<file path="config.mk">
export PLATFORM = sky130hd
export DESIGN_NAME = mem_req_sequencer
export DESIGN_NICKNAME = d
export VERILOG_FILES = /design/src/rtl/mem_req_sequencer.sv
export SDC_FILE = /design/constraint.sdc
export NUM_CORES = 1
export LEC_CHECK = 0
export ABC_AREA = 1
export BUFFER_PORTS_ARGS = -buffer_cell sky130_fd_sc_hd__buf_2
export CAP_MARGIN = 5
export CORE_MARGIN = 2
export CORE_UTILIZATION = 48
export CTS_BUF_LIST = sky130_fd_sc_hd__clkbuf_4 sky130_fd_sc_hd__clkbuf_8
export DETAILED_ROUTE_END_ITERATION = 16
export PLACE_DENSITY = 0.79
export REMOVE_ABC_BUFFERS = 1
export SLEW_MARGIN = 25
export SYNTH_ARGS = -nofsm -noshare
export SYNTH_HDL_FRONTEND = slang
export SYNTH_SLANG_ARGS = --single-unit
export TNS_END_PERCENT = 20
</file>
<file path="constraint.sdc">
create_clock -name clk -period 1.5 [get_ports clk]
set_input_delay 0.3 -clock clk [delete_from_list [all_inputs] [get_ports clk]]
set_output_delay 0.3 -clock clk [all_outputs]
set_load 0.005 [all_outputs]
</file>
<file path="src/rtl/mem_req_sequencer.sv">
// ============================================================================
// Module   : mem_req_sequencer
// Brief    : Front-end request sequencer of the memory controller. Accepts one
//            read/write request over a valid/ready handshake, splits the
//            address into a 3-bit bank select (to the 3-to-8 bank decoder) and
//            an in-bank offset, runs SETUP / ACCESS (with WAIT_CYCLES extra
//            access cycles) and returns the result over a response handshake.
// Options  : `define MEM_TXN_COUNT_EN to enable the completed-transaction
//            counter on txn_count; otherwise txn_count is tied to zero.
// Revision : 1.0 - initial release
// ============================================================================
`default_nettype none

module mem_req_sequencer #(
  parameter int ADDR_W      = 11,
  parameter int DATA_W      = 8,
  parameter int WAIT_CYCLES = 2
) (
  input  logic              clk,
  input  logic              reset,      // asynchronous, active-low
  input  logic              req_valid,
  output logic              req_ready,
  input  logic              req_we,
  input  logic [ADDR_W-1:0] req_addr,
  input  logic [DATA_W-1:0] req_wdata,
  output logic [2:0]        bank_sel,
  output logic [ADDR_W-4:0] mem_addr,
  output logic [DATA_W-1:0] mem_wdata,
  output logic              mem_we,
  output logic              mem_en,
  input  logic [DATA_W-1:0] mem_rdata,
  output logic              rsp_valid,
  input  logic              rsp_ready,
  output logic [DATA_W-1:0] rsp_rdata,
  output logic [15:0]       txn_count
);

  // Wait counter needs at least one bit even when no wait states are used.
  localparam int c_cnt_w = (WAIT_CYCLES > 0) ? $clog2(WAIT_CYCLES + 1) : 1;

  localparam logic [1:0] c_st_idle   = 2'd0;
  localparam logic [1:0] c_st_setup  = 2'd1;
  localparam logic [1:0] c_st_access = 2'd2;
  localparam logic [1:0] c_st_resp   = 2'd3;

  logic [1:0]         r_state;
  logic [1:0]         w_next_state;
  logic [c_cnt_w-1:0] r_cnt;
  logic               r_we;
  logic               w_accept;
  logic               w_last;

  assign w_accept = (r_state == c_st_idle) && req_valid && req_ready;
  assign w_last   = (r_cnt == '0);

  // State register.
  always_ff @(posedge clk or negedge reset) begin
    if (!reset) begin
      r_state <= c_st_idle;
    end else begin
      r_state <= w_next_state;
    end
  end

  // Next-state decode.
  always_comb begin
    w_next_state = r_state;
    case (r_state)
      c_st_idle:   if (w_accept)  w_next_state = c_st_setup;
      c_st_setup:                 w_next_state = c_st_access;
      c_st_access: if (w_last)    w_next_state = c_st_resp;
      c_st_resp:   if (rsp_ready) w_next_state = c_st_idle;
      default:                    w_next_state = c_st_idle;
    endcase
  end

  // Registered outputs, request latch and wait counter, driven per state.
  always_ff @(posedge clk or negedge reset) begin
    if (!reset) begin
      req_ready <= 1'b0;
      bank_sel  <= 3'd0;
      mem_addr  <= '0;
      mem_wdata <= '0;
      mem_we    <= 1'b0;
      mem_en    <= 1'b0;
      rsp_valid <= 1'b0;
      rsp_rdata <= '0;
      r_we      <= 1'b0;
      r_cnt     <= '0;
    end else begin
      case (r_state)
        c_st_idle: begin
          if (w_accept) begin
            bank_sel  <= req_addr[ADDR_W-1 -: 3];
            mem_addr  <= req_addr[ADDR_W-4:0];
            mem_wdata <= req_wdata;
            r_we      <= req_we;
            req_ready <= 1'b0;
          end else begin
            // Also raises ready on the first edge after reset release.
            req_ready <= 1'b1;
          end
        end
        c_st_setup: begin
          // Address/bank were stable for this cycle; start the access.
          r_cnt  <= c_cnt_w'(WAIT_CYCLES);
          mem_en <= 1'b1;
          mem_we <= r_we;
        end
        c_st_access: begin
          if (w_last) begin
            rsp_rdata <= r_we ? '0 : mem_rdata;
            mem_en    <= 1'b0;
            mem_we    <= 1'b0;
            rsp_valid <= 1'b1;
          end else begin
            r_cnt <= r_cnt - c_cnt_w'(1);
          end
        end
        c_st_resp: begin
          if (rsp_ready) begin
            rsp_valid <= 1'b0;
            req_ready <= 1'b1;
          end
        end
        default: begin
          req_ready <= 1'b0;
        end
      endcase
    end
  end

`ifdef MEM_TXN_COUNT_EN
  // Count completed response handshakes; wraps naturally at 16 bits.
  always_ff @(posedge clk or negedge reset) begin
    if (!reset) begin
      txn_count <= 16'd0;
    end else if (rsp_valid && rsp_ready) begin
      txn_count <= txn_count + 16'd1;
    end
  end
`else
  assign txn_count = 16'd0;
`endif

endmodule

`default_nettype wire

</file>
; Yosys cells after proc, flatten, opt, wreduce, memory -nomap -nowiden
; Index checks and enable logic that the tools add are counted.
[totals]
reg_bits = 36
input_bits = 32
output_inout_bits = 47
word_cells = 49
[op_classes]
add_sub_neg = 1
n_eq_ne = 7
muxes = 16
reduce_logical = 14
[op_table]
columns = cell, n
row1 = AND reduction 2 bit, 5
row2 = two-way mux 2 bit, 4
row3 = two-way mux 8 bit, 1
row4 = "!= test 2 bit, second input constant", 4
row5 = case mux 1 bit (2 select lines), 4
row6 = case mux 2 bit (4 select lines), 1
row7 = AND reduction 3 bit, 2
row8 = nonzero test 2 bit, 3
row9 = two-way mux 1 bit, 5
row10 = "== test 2 bit, second input constant", 2
row11 = zero test 2 bit, 2
row12 = case mux 2 bit (2 select lines), 1
row13 = "== test 2 x 1 -> 1 bit, second input constant", 1
row14 = logical AND 1 bit, 2
row15 = "subtractor 2 x 1 -> 2 bit, second input constant", 1

; Logic depth before layout (Yosys ltp)
; Gate-level depths: netlist (run 1).
[depth]
ltp_word = 5
mapped_depth = 9
mapped_depth_nobuf = 9

; Worst setup path before layout (run 1)
; Ideal clock, no wire load.
[synth_path]
path_type = reg2reg
from = register r_state[0]
to = register r_state[0]
setup_ns = 0.117
arrival_time_ns = 1.090
required_time_ns = 1.383
path_slack_ns = 0.293
stages_incl_launch_ff = 6
n_path_buf = 0
synth_period_minus_slack_ns = 1.207
path_cell_list = dfrtp_1 inv_1 ha_1 or2_2 nand3_1 nand2_1
[synth_between]
elab_chain_len = 5
word_cells_on_any_way = 11
cone_classes = 6 x eq/ne / 1 x mux / 4 x reduce/logical
[synth_rtl]
columns = item, line_no
row1 = from (decl), 46  ; logic [1:0] r_state;
row2 = from (signal assigned), 59  ; r_state <= c_st_idle;
row3 = from (signal assigned), 61  ; r_state <= w_next_state;
row4 = zero test 2 bit, "53, 68"
row5 = logical AND 1 bit (2 in series), 53  ; assign w_accept = (r_state == c_st_idle) && req_valid && req_ready;
row6 = != test 2 bit (no source line), --
row7 = AND reduction 3 bit (no source line), --
; Parallel ways exist; a longest one is shown, timed or not.
; A chain may end at the register's enable or synchronous reset.

; Final worst setup path (run 1)
[layout_path]
from = register r_state[0]
to = register mem_we
[layout_between]
elab_chain_len = 3
word_cells_on_any_way = 6
cone_classes = 3 x eq/ne / 1 x mux / 2 x reduce/logical
[layout_rtl]
columns = item, line_no
row1 = == test 2 bit / == test 2 x 1 -> 1 bit (equally long branches), 91  ; case (r_state)
row2 = != test 2 bit (no source line) / nonzero test 2 bit (equally long branches), --
row3 = AND reduction 2 bit (no source line), --
row4 = to (signal assigned), 108  ; mem_we <= r_we;
row5 = to (decl), 29  ; output logic mem_we,
; Parallel ways exist; a longest one is shown, timed or not.

==> results of run 1 <==
==> area by class of cell <==
type,count,area share
multi-input combinational,116,0.266
clock inverter,1,0.0144
inverter,31,0.0560
tap,46,0.0277
clock buffer,7,0.0313
timing repair buffer,66,0.171
sequential,36,0.433
==> logic make-up (layout without fill, tap and decap cells) <==
logic type | count (synthesis) | count (layout) | share of synthesized area
AND/OR/NAND/NOR | 62 | 62 | 0.151
buffers and inverters | 52 | 105 | 0.161
flip-flops | 36 | 36 | 0.541
AO/OA/AOI/OAI | 33 | 33 | 0.107
adder cells (fa/ha/maj) | 5 | 5 | 0.0376
other | 1 | 16 | 0.00225
==> registers in the layout, indices dropped and copies added, names as in the netlist <==
| name | flops |
|---|---|
| mem_en | 1 |
| mem_we | 1 |
| r_we | 1 |
| bank_sel | 3 |
| r_cnt | 2 |
| rsp_rdata | 8 |
| r_state | 2 |
| mem_wdata | 8 |
| req_ready | 1 |
| rsp_valid | 1 |
| mem_addr | 8 |
==> per-layer routing <==
layer,global-route usage,up-vias,wire length (µm)
met2,0.255,52,1340
met5,0,-,0
met1,0.198,562,1360
met3,0.0414,2,205
met4,0.0667,0,5
li1,-,679,-
==> power groups by stage <==
stage / Combinational (W) / Clock [W] / Sequential [W]
final: 0.00152 / 0.000741 / 0.00163
after global routing: 0.00175 / 0.000817 / 0.00169
after CTS: 0.00154 / 0.000770 / 0.00163
after detailed placement: 0.00154 / 0 / 0.00164
after global placement: 0.00147 / 0 / 0.00165
after floorplan: 0.000859 / 0 / 0.00167
==> cells in the final DEF, fill, tap and decap left out, drive strengths merged <==
| master | instances |
|---|---|
| a21oi | 2 |
| buf | 65 |
| bufinv | 1 |
| clkbuf | 7 |
| clkinv | 1 |
| conb | 16 |
| dfrtp | 36 |
| dlygate4sd3 | 1 |
| ha | 5 |
| inv | 30 |
| nand2 | 54 |
| nand3 | 5 |
| nor2 | 2 |
| o211ai | 1 |
| o21ai | 30 |
| or2 | 1 |
==> worst max path at each step <==
stage	cells after the start	start	to	slack, ns
3_5_place_dp	5	r_state[0]	mem_we	0.14
3_3_place_gp	5	r_state[0]	mem_we	0.22
5_1_grt	5	r_state[0]	mem_we	0.005
2_1_floorplan	7	r_state[0]	r_state[0]	-0.19
4_1_cts	5	r_state[0]	mem_we	0.12
6_report	5	r_state[0]	mem_we	0.13
==> through the flow <==
stage / utilization / cell area (µm²) / std cells
after CTS: 0.623 / 2080 / 303
after detailed placement: 0.591 / 1970 / 294
after global routing: 0.623 / 2080 / 303
after floorplan: - / 1570 / 183
after global placement: 0.591 / 1970 / 294
final: 0.623 / 2080 / 303
==> worst max-delay path: cells and delay by family (launching register included) <==
kind / cells / cell delay, ns
DFF: 1 / 0.43
and+or+nand+nor: 2 / 0.38
adders and majority gates: 1 / 0.26
buffers and inverters: 1 / 0.10
AOI/OAI and AO/OA: 1 / 0.09
==> timing repair <==
action / CTS / global route
hold buffers: 1 / 0
buffers inserted: 0 / 0
hold endpoints to repair: 15 / 0
resized for setup: 0 / 0
==> flow_summary.ini, run 1 <==
[critical_path]
required_ns = 1.71
worst_setup_path_end_kind = flop
crit_path_top_delay_cell = dfrtp_1
crit_arrival_ns = 1.58
worstReg2RegEnd = mem_we
r2r-start = r_state[0]
worstSetupPathType = reg -> reg
path_cells = inv_1 > ha_1 > nand2_2 > nand3_1 > o21ai_0
reg2regPathDepth = 5
ff2ff_setup_slack_ns = 0.13
cp_max_fo = 18
critPathMaxStageDelay_ns = 0.43
critPathLaunchType = flop

[yosys]
yosys-top-cells-area = dfrtp_1 54%, nand2_1 12%, buf_4 7.2%
synth.most_common_cell = nand2_1
syn_avg_cell_area_um2 = 8.81
synth-seq-area-share = 0.541
yosysWarnings = 0
ys_ff_latch = 36
yosysTopAreaCell = dfrtp_1
synth_commonest_cells = 52 x nand2_1, 36 x dfrtp_1, 30 x inv_1
synth-async-reset-ratio = 1.00
synth_cell_types = 20
synth_ff_type = dfrtp_1
synth_area_um2 = 1670
synth-edff-count = 0
syn_inst = 189
synth_top_cell_area_share = 0.541

[clock_tree]
cts.sinks = 36
clock_path_buffers = 2
cts_buffers = 5
clkTransAtPathRegs_ns = 0.10
cts_tree = yes
root_buffer = clkbuf_4
htreeDepth = 2
clk_latency_ns = 0.32

[power_and_ir_drop]
power_leakage_nw = 1.23
p_comb_frac = 0.391
p_sw_frac = 0.352
cell_internal_pwr_w = 0.00252
seqPwrFrac = 0.419
power.switching_w = 0.00137
power.total_w = 0.00389
p_per_area_nw_per_um2 = 1870
pwr-share-clk = 0.190
vdd_ir_drop_max_v = 0.000861

[cells_and_area]
synthToLayoutAreaGrowth_pct = 24.8
register_area_um2 = 901
multiInputGateArea_um2 = 553
fillCellCount = 311
diodes = 0
final_nets = 293
drive_gt1_frac = 0.311

[route]
drt_iter0_markers = 24
drtPass1Iterations = 4
wl_per_cell_um = 9.63
num_vias = 1295
final_antenna_net_count = 0
viasPerCell = 4.27
drt-total-wl_um = 2920
drc = 0

[global_route]
gr-usage-all-layers = 0.157
grt_pass1_wl_um = 4910
grt_pass1_vias = 1175
grt_max_degree = 41
globalRouteOverflowTotal = 0
antenna_found_initial = 0

[min_path]
hold_class = in -> reg
whs_path_depth = 3
whs_endpoint = mem_wdata[1]
hp-start = req_wdata[1]

[die]
die_x_um = 62.9
rows = 21
core_um2 = 3340
initial_core_util = 0.499
pin_count = 79
die_area_um2 = 3960
fp.dieH_um = 62.9

[placed_design]
place.gp.congestion = 0.883
place_ws_ns = 0.140
place.port_buffers = 62
dp_hpwl_um = 2250

[outcome]
status = finished clean

[sta]
period_needed_ns = 1.37
fin_crit_sh = 0.914
hold_ws_ns = 0.197
max_freq_ghz = 0.729
maxSlewViolCount = 0
finalHoldViolations = 0
finalSetupTns_ns = 0
grt_setup_unrepaired = no
layout_setup_ws_ns = 0.129
setup-violations-final = 0
finClkSkew_ns = 0.00367

[flow_run]
maxCapViolCount = 0
No activity file was read; power rests on OpenSTA's default activity.
==> inputs of run 2 (changes only) <==
--- a/config.mk
+++ b/config.mk
@@ -13,7 +13,6 @@
 export CTS_BUF_LIST = sky130_fd_sc_hd__clkbuf_4 sky130_fd_sc_hd__clkbuf_8
 export DETAILED_ROUTE_END_ITERATION = 16
 export PLACE_DENSITY = 0.79
-export REMOVE_ABC_BUFFERS = 1
 export SLEW_MARGIN = 25
 export SYNTH_ARGS = -nofsm -noshare
 export SYNTH_HDL_FRONTEND = slang
==> run 2 against run 1 <==
Effect of this change:
- clock-buffer cell count is the same
- final area shrank 0.12%
- critical endpoint is now bank_sel[2]
- sequential share of layout area grew 0.052 points
- power shrank 0.20%
- non-clock buffer count grew 1
==> flow_summary.ini, run 2 (synthesis gave the netlist of run 1 again) <==
[outcome]
status = finished clean

[die]
die_x_um = 62.9
initial_core_util = 0.499
rows = 21
fp.dieH_um = 62.9
die_area_um2 = 3960
pin_count = 79
core_um2 = 3340

[critical_path]
worst-path-buf-inv = 2
worstSetupStartpoint = r_state[0]
crit_path_top_delay_cell = dfrtp_1
cp_top_family = flip-flops
crit_arrival_ns = 1.59
cp_max_fo = 26
critPathMaxStageDelay_ns = 0.41
worst_setup_path_end_kind = flop
path_cells = inv_1 > ha_1 > nand3_2 > buf_4 > nand2_1 > o21ai_1
required_ns = 1.76
ff2ff_setup_slack_ns = 0.17
critPathLaunchType = flop
worstSetupPathType = reg -> reg
reg2regPathDepth = 6
r2r-start = r_state[0]
worstReg2RegEnd = bank_sel[2]

[global_route]
grt_pass1_vias = 1230
globalRouteOverflowTotal = 0
antenna_found_initial = 0
grt_max_degree = 27
gr-usage-all-layers = 0.166
grt_pass1_wl_um = 5220

[sta]
max_freq_ghz = 0.750
hold_ws_ns = 0.184
setup-violations-final = 0
finalSetupTns_ns = 0
fin_crit_sh = 0.888
finClkSkew_ns = 0.0109
period_needed_ns = 1.33
maxSlewViolCount = 0
tightestPinTransition_ns = 0.509
finalHoldViolations = 0
slew_headroom = 0.660
grt_setup_unrepaired = no

[route]
wl_met3_um = 288
drc = 0
drt-total-wl_um = 2970
drtPass1Iterations = 4
top_layer_used = met4
num_vias = 1337
viasPerCell = 4.40
wl_met2_um = 1320
drt_iter0_markers = 97
wl_per_cell_um = 9.78
m1WireLength_um = 1320
final_antenna_net_count = 0

[min_path]
whs_path_depth = 3
hold_class = in -> reg
whs_endpoint = mem_wdata[3]
hp-start = req_wdata[3]

[cells_and_area]
synthToLayoutAreaGrowth_pct = 24.6
top_regs = mem_addr x8, mem_wdata x8, rsp_rdata x8
final_nets = 294
diodes = 0
final_cell_mix = 62 x buf_2, 52 x nand2_1, 36 x dfrtp_1
final_common_cell = buf_2
drive_gt1_frac = 0.318

[placed_design]
dp_hpwl_um = 2310
place.port_buffers = 62
place.gp.congestion = 0.825

[power_and_ir_drop]
power_leakage_nw = 1.23
p_per_area_nw_per_um2 = 1870
vdd_ir_drop_max_v = 0.000977

[clock_tree]
cts.sinks = 36
htreeDepth = 2
cts_tree = yes
root_buffer = clkbuf_4
clk_latency_ns = 0.33
cts_buffers = 5
clkTransAtPathRegs_ns = 0.11
clock_path_buffers = 2

[flow_run]
maxCapViolCount = 0
[run 2: changes by cell type in the layout (fill, tap and decap cells not counted), sizes merged]
cell / change
buf: +1
[run 2: worst max-delay path by stage]
stage,to,slack (ns),cells after the start
CTS,rsp_rdata[3],0.13,4
global placement,mem_we,0.23,5
global route,bank_sel[2],0.009,6
finish,bank_sel[2],0.17,6
detailed placement,rsp_rdata[3],0.15,4
floorplan,r_state[0],0.29,5
[run 2: cell type report]
cell class,instances,area [µm²]
inverter,31,116
multi-input combinational,116,556
fill,320,1260
timing repair buffer,67,350
sequential,36,901
tap,46,57.6
clock buffer,7,65.1
clock inverter,1,30.0
[run 2: per-layer routing]
layer	up-vias	GRT usage
li1	680	-
met1	591	0.212
met2	61	0.257
met3	5	0.0613
met4	0	0.0667
met5	-	0
[run 2: metrics by stage]
step / power, W / setup WS, ns / instance area (µm²) / util / instances
after floorplan: 0.00260 / 0.293 / 1720 / - / 204
after global placement: 0.00311 / 0.228 / 1970 / 0.590 / 295
after detailed placement: 0.00318 / 0.145 / 1970 / 0.590 / 295
after CTS: 0.00394 / 0.126 / 2070 / 0.621 / 304
after global routing: 0.00425 / 0.00946 / 2080 / 0.622 / 304
final: 0.00388 / 0.167 / 2080 / 0.622 / 304
[run 2: where the power goes]
part	switching [W]	total, W	internal (W)
clock	0.000308	0.000750	0.000443
sequential	0.000237	0.00164	0.00140
combinational	0.000828	0.00150	0.000670
[run 2: timing repair]
action,in CTS,in global routing
gates resized for setup,0,1
endpoints found under the hold margin,22,0
hold buffers,1,0
setup endpoints to repair,0,2
buffers inserted,0,0
[run 2: worst register-to-register path, delay by kind of cell (launching register included)]
family                   cells  cell delay (ns)
adder cells (fa/ha/maj)      1             0.24
AO/OA/AOI/OAI                1             0.09
buffers and inverters        2             0.34
flip-flops                   1             0.41
AND/OR/NAND/NOR              2             0.19
==> inputs of run 3 (changes only) <==
--- a/config.mk
+++ b/config.mk
@@ -7,9 +7,10 @@
 export LEC_CHECK = 0
 export ABC_AREA = 1
 export BUFFER_PORTS_ARGS = -buffer_cell sky130_fd_sc_hd__buf_2
-export CAP_MARGIN = 5
+export CELL_PAD_IN_SITES_DETAIL_PLACEMENT = 0
+export CELL_PAD_IN_SITES_GLOBAL_PLACEMENT = 1
 export CORE_MARGIN = 2
-export CORE_UTILIZATION = 48
+export CORE_UTILIZATION = 34
 export CTS_BUF_LIST = sky130_fd_sc_hd__clkbuf_4 sky130_fd_sc_hd__clkbuf_8
 export DETAILED_ROUTE_END_ITERATION = 16
 export PLACE_DENSITY = 0.79
==> run 3 against run 2 <==
Effect of this change:
- hold slack gained 0.058 ns
- clock-buffer cell count is the same
- clock skew shrank 0.0076 ns
- via count shrank 1.8%
- combinational power is essentially flat
- clock power shrank 3.2%
- final area grew 1.7%
==> flow_summary.ini, run 3 (synthesis gave the netlist of run 1 again) <==
[outcome]
status = finished clean

[critical_path]
worstSetupPathType = reg -> reg
critPathLaunchType = flop
worst_setup_path_end_kind = flop
r2r-start = r_state[0]
ff2ff_setup_slack_ns = 0.13
path_cells = inv_1 > ha_1 > nand2_2 > nand3_1 > o21ai_0
worst-path-buf-inv = 1
required_ns = 1.66
setup.worst_path.end = mem_we
crit_arrival_ns = 1.53
reg2regPathDepth = 5
worstSetupStartpoint = r_state[0]
cp_max_fo = 18
worstReg2RegEnd = mem_we
crit_path_top_delay_cell = dfrtp_1
path_depth = 5
critPathMaxStageDelay_ns = 0.41
cp_top_family = flip-flops

[route]
drt-total-wl_um = 3150
final_antenna_net_count = 0
drt_iter0_markers = 51
viasPerCell = 4.07
drtPass1Iterations = 4
num_vias = 1313
drc = 0
wl_per_cell_um = 9.75

[global_route]
globalRouteOverflowTotal = 0
grt_pass1_wl_um = 4960
gr-usage-all-layers = 0.119
grt_max_degree = 41
antenna_found_initial = 0
grt_pass1_vias = 1141

[sta]
finalSetupTns_ns = 0
grt_setup_unrepaired = no
hold_ws_ns = 0.241
maxSlewViolCount = 0
max_freq_ghz = 0.728
period_needed_ns = 1.37
setup-violations-final = 0
finalHoldViolations = 0
layout_setup_ws_ns = 0.127
finClkSkew_ns = 0.00327
fin_crit_sh = 0.916

[power_and_ir_drop]
p_per_area_nw_per_um2 = 1830
vdd_ir_drop_max_v = 0.000616
power_leakage_nw = 1.23

[clock_tree]
htreeDepth = 2
cts_setup_buffers = 0
clock_path_buffers = 2
cts_hold_buf = 1
clkTransAtPathRegs_ns = 0.07
clk_latency_ns = 0.28
root_buffer = clkbuf_8
cts_buffers = 5
cts_tree = yes
cts.sinks = 36
cts_resized = 0

[cells_and_area]
final_cell_area_um2 = 2110
final_common_cell = buf_2
diodes = 0
final_cell_mix = 62 x buf_2, 52 x nand2_1, 36 x dfrtp_1
fillCellCount = 487
drive_gt1_frac = 0.309
top_regs = mem_addr x8, mem_wdata x8, rsp_rdata x8
synthToLayoutAreaGrowth_pct = 26.8
final_nets = 292
fin_util = 0.447

[placed_design]
dp_hpwl_um = 2260
place_ws_ns = 0.125
place.gp.congestion = 0.816
place_area_um2 = 2000
place.port_buffers = 62

[die]
die_x_um = 74.0
core_um2 = 4720
rows = 25
fp.dieH_um = 74.0
pin_count = 79
initial_core_util = 0.353
die_area_um2 = 5470

[flow_run]
maxCapViolCount = 0

[min_path]
hold_class = in -> reg
whs_path_depth = 3
run 3: worst min path at each step:
stage | endpoint | slack (ns) | from
global placement | bank_sel[1] | 0.28 | reset
CTS | mem_addr[4] | 0.23 | req_addr[4]
detailed placement | bank_sel[1] | 0.28 | reset
floorplan | bank_sel[0] | 0.004 | reset
finish | mem_addr[2] | 0.24 | req_addr[2]
global route | mem_wdata[1] | 0.24 | req_wdata[1]
run 3: report_power, final:
| part | leakage, nW | switching, W | internal, W |
|---|---|---|---|
| combinational | 0.731 | 0.000828 | 0.000679 |
| clock | 0.0479 | 0.000335 | 0.000391 |
| sequential | 0.449 | 0.000231 | 0.00140 |
run 3: area by class of cell:
cell class / count / area (µm²) / area share
sequential: 36 / 901 / 0.427
clock buffer: 7 / 90.1 / 0.0427
clock inverter: 1 / 7.51 / 0.00355
multi-input combinational: 116 / 553 / 0.262
inverter: 31 / 116 / 0.0551
tap: 67 / 83.8 / 0.0397
timing repair buffer: 65 / 360 / 0.171
run 3: layer usage:
metal | wire, µm | global-route usage | up-vias
li1 | - | - | 678
met1 | 1400 | 0.148 | 570
met2 | 1410 | 0.180 | 57
met3 | 277 | 0.0474 | 8
met4 | 64 | 0.0586 | 0
met5 | 0 | 0 | -
run 3: stage by stage:
| step | power (W) | cells |
|---|---|---|
| 5_1_grt | 0.00424 | 323 |
| 2_1_floorplan | 0.00260 | 204 |
| 3_5_place_dp | 0.00318 | 314 |
| 6_report | 0.00387 | 323 |
| 3_3_place_gp | 0.00314 | 314 |
| 4_1_cts | 0.00394 | 323 |
run 3: tightest hold or removal path, delay by kind of cell:
kind	cells	cell delay (ns)
buf+inv	2	0.13
compound gates	1	0.05
